File: config.mk
export PLATFORM = sky130hd
export DESIGN_NAME = demux6_capture_flat
export DESIGN_NICKNAME = d
export VERILOG_FILES = /design/src/rtl/demux6_capture_if.sv /design/src/rtl/demux6_capture.sv /design/src/flat_wrapper.sv
export SDC_FILE = /design/constraint.sdc
export NUM_CORES = 1
export LEC_CHECK = 0
export CAP_MARGIN = 40
export CORE_ASPECT_RATIO = 1.1
export CORE_MARGIN = 2
export CORE_UTILIZATION = 40
export DETAILED_ROUTE_END_ITERATION = 8
export GPL_TIMING_DRIVEN = 0
export PLACE_DENSITY_LB_ADDON = 0.12
export SLEW_MARGIN = 0
export SYNTH_ARGS = -nofsm -noshare
export SYNTH_HDL_FRONTEND = slang
export SYNTH_SLANG_ARGS = --single-unit
File: constraint.sdc
create_clock -name CLOCK_50 -period 1.3 [get_ports CLOCK_50]
set_clock_uncertainty 0.2 [all_clocks]
set_input_delay 0.26 -clock CLOCK_50 [delete_from_list [all_inputs] [get_ports CLOCK_50]]
set_output_delay 0.26 -clock CLOCK_50 [all_outputs]
set_load 0.005 [all_outputs]
File: src/rtl/demux6_capture_if.sv
// Bus bundle for demux6_capture: serial bit routing inputs, captured word and status outputs.
// Handshake: a completed word is presented with valid=1 and q held stable; it is consumed at the rising edge where valid && ack.
interface demux6_capture_if;
  logic       din;
  logic [2:0] sel;
  logic       wr;
  logic       start;
  logic       bit_en;
  logic       ack;
  logic [5:0] q;
  logic [2:0] idx;
  logic       busy;
  logic       valid;
  logic       err;
  logic [1:0] state_dbg;

  modport master (
    output din, sel, wr, start, bit_en, ack,
    input  q, idx, busy, valid, err, state_dbg
  );

  modport slave (
    input  din, sel, wr, start, bit_en, ack,
    output q, idx, busy, valid, err, state_dbg
  );
endinterface

File: src/rtl/demux6_capture.sv
// Routes a serial bit into one of six word positions, either by addressed write
// or by an automatic 6-bit capture that hands the finished word to a consumer.
module demux6_capture #(
  parameter bit AUTO_RESTART = 1'b0
) (
  input logic            CLOCK_50,
  input logic            reset,
  demux6_capture_if.slave bus
);

  typedef enum logic [1:0] {
    IDLE    = 2'd0,
    CAPTURE = 2'd1,
    DONE    = 2'd2
  } state_e;

  state_e     state_q, state_d;
  logic [5:0] q_q, q_d;
  logic [2:0] idx_q, idx_d;
  logic       err_q, err_d;
  logic       busy_q, busy_d;
  logic       valid_q, valid_d;

  always_comb begin
    state_d = state_q;
    q_d     = q_q;
    idx_d   = idx_q;
    err_d   = err_q;
    unique case (state_q)
      IDLE: begin
        // start takes priority over an addressed write in the same cycle
        if (bus.start) begin
          state_d = CAPTURE;
          idx_d   = 3'd0;
          err_d   = 1'b0;
        end else if (bus.wr) begin
          if (bus.sel > 3'd5) begin
            err_d = 1'b1;
          end else begin
            for (int i = 0; i < 6; i++) begin
              if (bus.sel == i[2:0]) q_d[i] = bus.din;
            end
          end
        end
      end
      CAPTURE: begin
        if (bus.bit_en) begin
          for (int i = 0; i < 6; i++) begin
            if (idx_q == i[2:0]) q_d[i] = bus.din;
          end
          if (idx_q == 3'd5) begin
            idx_d   = 3'd0;
            state_d = DONE;
          end else begin
            idx_d = idx_q + 3'd1;
          end
        end
      end
      DONE: begin
        if (bus.ack) begin
          state_d = AUTO_RESTART ? CAPTURE : IDLE;
          idx_d   = 3'd0;
        end
      end
      default: state_d = IDLE;
    endcase
    busy_d  = (state_d == CAPTURE);
    valid_d = (state_d == DONE);
  end

  always_ff @(posedge CLOCK_50) begin
    if (reset) begin
      state_q <= IDLE;
      q_q     <= 6'b000000;
      idx_q   <= 3'd0;
      err_q   <= 1'b0;
      busy_q  <= 1'b0;
      valid_q <= 1'b0;
    end else begin
      state_q <= state_d;
      q_q     <= q_d;
      idx_q   <= idx_d;
      err_q   <= err_d;
      busy_q  <= busy_d;
      valid_q <= valid_d;
    end
  end

  assign bus.q         = q_q;
  assign bus.idx       = idx_q;
  assign bus.busy      = busy_q;
  assign bus.valid     = valid_q;
  assign bus.err       = err_q;
  assign bus.state_dbg = state_q;

endmodule

File: src/flat_wrapper.sv
// flat-port wrapper written by rule: the top's interface ports become plain ports
module demux6_capture_flat 
#(
  parameter bit AUTO_RESTART = 1'b0
)
  (CLOCK_50, reset, bus_din, bus_sel, bus_wr, bus_start, bus_bit_en, bus_ack, bus_q, bus_idx, bus_busy, bus_valid, bus_err, bus_state_dbg);
  demux6_capture_if bus_i ();
  input logic CLOCK_50;
  input logic reset;
  input wire logic [$bits(bus_i.din)-1:0] bus_din;
  input wire logic [$bits(bus_i.sel)-1:0] bus_sel;
  input wire logic [$bits(bus_i.wr)-1:0] bus_wr;
  input wire logic [$bits(bus_i.start)-1:0] bus_start;
  input wire logic [$bits(bus_i.bit_en)-1:0] bus_bit_en;
  input wire logic [$bits(bus_i.ack)-1:0] bus_ack;
  output wire logic [$bits(bus_i.q)-1:0] bus_q;
  output wire logic [$bits(bus_i.idx)-1:0] bus_idx;
  output wire logic [$bits(bus_i.busy)-1:0] bus_busy;
  output wire logic [$bits(bus_i.valid)-1:0] bus_valid;
  output wire logic [$bits(bus_i.err)-1:0] bus_err;
  output wire logic [$bits(bus_i.state_dbg)-1:0] bus_state_dbg;
  assign bus_i.din = bus_din;
  assign bus_i.sel = bus_sel;
  assign bus_i.wr = bus_wr;
  assign bus_i.start = bus_start;
  assign bus_i.bit_en = bus_bit_en;
  assign bus_i.ack = bus_ack;
  assign bus_q = bus_i.q;
  assign bus_idx = bus_i.idx;
  assign bus_busy = bus_i.busy;
  assign bus_valid = bus_i.valid;
  assign bus_err = bus_i.err;
  assign bus_state_dbg = bus_i.state_dbg;
  demux6_capture #(.AUTO_RESTART(AUTO_RESTART)) u_core (.CLOCK_50(CLOCK_50), .reset(reset), .bus(bus_i));
endmodule
==> flow_metrics.env <==
export IMPL_layout_setup_ws_ps=-279
export IMPL_post_route_min_period_ps=1580
export IMPL_fill_cells=147
export IMPL_crit_slowest_cell="dfxtp_4"
export IMPL_track_usage_pct=21.2
export IMPL_viasPerCell=5.31
export IMPL_synth_edf_count=0
export IMPL_io_pins=24
export IMPL_synth_seq_cells=14
export IMPL_port_buffers=23
export IMPL_yosys_warnings=0
export IMPL_postSynthNetCount=91
export IMPL_ys_top_cells_by_area="dfxtp_1 36%, mux2i_1 10%, nand2b_1 7.2%, a32oi_1 4.5%, buf_6 4.3%"
export IMPL_htreeDepth=1
export IMPL_clk_latency_ps=300
export IMPL_dieArea_um2=2340
export IMPL_synth_ff_type="dfxtp_1"
export IMPL_ctsRootBufferMaster="clkbuf_4"
export IMPL_maxCapViolCount=0
export IMPL_status="finished, violations left"
export IMPL_drive_above_1_share_pct=52.1
export IMPL_ys_types=29
export IMPL_dr_pass1_iters=4
export IMPL_worst_pin_slew_ps=519
export IMPL_grt_max_degree=11
export IMPL_rows=16
export IMPL_ys_seq_area_share_pct=35.7
export IMPL_crit_type="flip-flop to flip-flop"
export IMPL_critPathMaxStageDelay_ps=360
export IMPL_placed_area_um2=1070
export IMPL_drc=0
export IMPL_reg2reg_slack_ps=-280
export IMPL_gp_congestion=0.821
export IMPL_power_mw=0.915
export IMPL_antenna_found_initial=0
export IMPL_synth_common_cells="14 x dfxtp_1, 9 x nand2b_1, 8 x mux2i_1"
export IMPL_start_kind="flip-flop"
export IMPL_grt_pass1_vias=805
export IMPL_cp_max_fo=3
export IMPL_violations="negative setup slack"
export IMPL_initial_utilization_pct=43.1
export IMPL_overflow=0
export IMPL_area_growth_pct=61.5
export IMPL_crit_chain="buf_6 > and2_4 > ha_4 > and4b_1 > a41oi_2 > mux2i_1"
export IMPL_slew_violations=0
export IMPL_finalSetupViolCount=16
export IMPL_dp_cells=130
export IMPL_hold_buffers=0
export IMPL_synthCells=80
export IMPL_min_from="u_core.bus.q[4]"
export IMPL_final_setup_tns_ps=-2010
export IMPL_min_path_cells=2
export IMPL_finalNonFillerCells=144
export IMPL_clk_path_buf_depth=2
export IMPL_die_y_um=50.5
export IMPL_grt_pass1_wl_um=3580
export IMPL_reg2regPathDepth=6
export IMPL_wl_per_cell_um=14.8
export IMPL_power_density_nw_per_um2=722
export IMPL_place_hpwl_um=1370
export IMPL_cts_tree="built"
export IMPL_wl_um=2140
export IMPL_clkSlewWorstSetupHoldPaths_ps=90
export IMPL_r2r_start="u_core.bus.idx[0]"
export IMPL_hold_path_end="u_core.bus.q[4]"
export IMPL_stdcell_area_um2=1270
export IMPL_fin_hold_ws_ps=275
export IMPL_post_route_period_util_pct=121
export IMPL_die_width_um=46.3
export IMPL_async_flop_share_pct=0
export IMPL_dr_total_vias=765
export IMPL_irDropWorstVdd_mv=0.564
export IMPL_rsz0062_at_grt="yes"
export IMPL_end_kind="flip-flop"
export IMPL_antenna_cells=0
export IMPL_yosys_cell_count_top_type="dfxtp_1"
export IMPL_worstReg2RegEnd="u_core.bus.q[3]"
export IMPL_clkSinkCount=14
export IMPL_fp_coreArea_um2=1820
export IMPL_p_leak_nw=0.534
export IMPL_yosysTopAreaCell="dfxtp_1"
export IMPL_netlist_area_um2=786
export IMPL_drt_iter0_markers=12
export IMPL_max_freq_mhz=633
export IMPL_yosysTopAreaCellShare_pct=35.7
export IMPL_hold_violations=0
export IMPL_slew_headroom_pct=65.3
export IMPL_final_net_count=129
export IMPL_cts_made_buffers=3
export IMPL_critPathRequiredTime_ps=1320
export IMPL_antenna_left=0
export IMPL_worstPathArrival_ps=1600
export IMPL_synth_area_per_cell_um2=9.82
export IMPL_hold_path_class="flip-flop to flip-flop"
[cell usage in the layout, fill, tap and decap left out, drive strengths merged]
master / instances
mux2i: 8
a22oi: 1
nand3: 1
o21ai: 3
buf: 18
a21oi: 3
clkdlybuf4s15: 2
clkdlybuf4s50: 5
inv: 2
a41oi: 3
nor4: 1
nand2: 1
nor3b: 2
nor3: 1
nand3b: 3
and2: 2
nand4b: 2
nor2b: 3
dfxtp: 14
dlygate4sd2: 5
and4bb: 1
a32oi: 4
nor2: 5
clkbuf: 11
a31oi: 1
or3: 1
a211oi: 1
and4b: 2
o211ai: 1
nand2b: 9
ha: 1
[final cells by class]
cell class	instances	area [um^2]	share of cell area [%]
buffer	2	16.3	1.28
tap	27	33.8	2.66
multi-input combinational	60	579	45.7
inverter	2	7.51	0.592
clock buffer	4	26.3	2.07
timing repair buffer	35	302	23.8
sequential	14	304	24.0
[worst max path at each step]
stage / slack (ps) / cells after the start / start / end
after global routing: -320 / 6 / u_core.bus.idx[0] / u_core.bus.q[3]
after detailed placement: -560 / 4 / reset / u_core.bus.q[4]
after global placement: -560 / 4 / reset / u_core.bus.q[5]
final: -280 / 6 / u_core.bus.idx[0] / u_core.bus.q[3]
after floorplan: -110 / 5 / u_core.bus.idx[0] / u_core.bus.q[3]
after CTS: -280 / 6 / u_core.bus.idx[1] / u_core.bus.q[3]
[cell families (layout without fill, tap and decap cells)]
logic type / after synthesis / after routing / synth area share, %
buffers and inverters: 6 / 43 / 5.73
flip-flops: 14 / 14 / 35.7
AND/OR/NAND/NOR: 34 / 34 / 30.6
multiplexers: 8 / 8 / 10.2
AO/OA/AOI/OAI: 17 / 17 / 16.2
adder cells (fa/ha/maj): 1 / 1 / 1.59
[state kept, by name, indices dropped and copies added, names as in the netlist]
register and count:
u_core.bus.busy 1, u_core.bus.idx 3, u_core.bus.q 6, u_core.bus.err 1, u_core.bus.valid 1, u_core.bus.state_dbg 2
[report_power, final]
| group | total [mW] | leakage (nW) | switching [mW] | internal (mW) |
|---|---|---|---|---|
| clock | 0.277 | 0.0150 | 0.157 | 0.120 |
| combinational | 0.200 | 0.399 | 0.0964 | 0.103 |
| sequential | 0.439 | 0.120 | 0.00553 | 0.433 |
| total | 0.915 | 0.534 | 0.259 | 0.657 |
[what timing repair did]
item,CTS,global route
setup buffers,13,2
pin swaps,9,9
cloned,0,0
gates resized for setup,61,28
setup endpoints to repair,27,24
[per-stage QoR]
stage / utilization (%) / setup slack (ps)
finish: 69.6 / -279
global route: 69.6 / -319
CTS: 67.3 / -281
detailed placement: 58.9 / -562
global placement: 58.9 / -562
floorplan: - / -110
[layer usage]
metal	track usage [%]	vias up	wire length (um)
li1	-	377	-
met1	27.3	363	969
met5	0	-	0
met2	33.1	20	1030
met3	2.52	5	88
met4	11.9	0	46
[critical path, delay by kind of cell (launching register included)]
family / cells / cell delay [ps]
AO/OA/AOI/OAI: 1 / 180
adder cells (fa/ha/maj): 1 / 140
buffers and inverters: 1 / 110
flip-flops: 1 / 360
multiplexers: 1 / 190
AND/OR/NAND/NOR: 2 / 320
No activity file was read; power rests on OpenSTA's default activity.
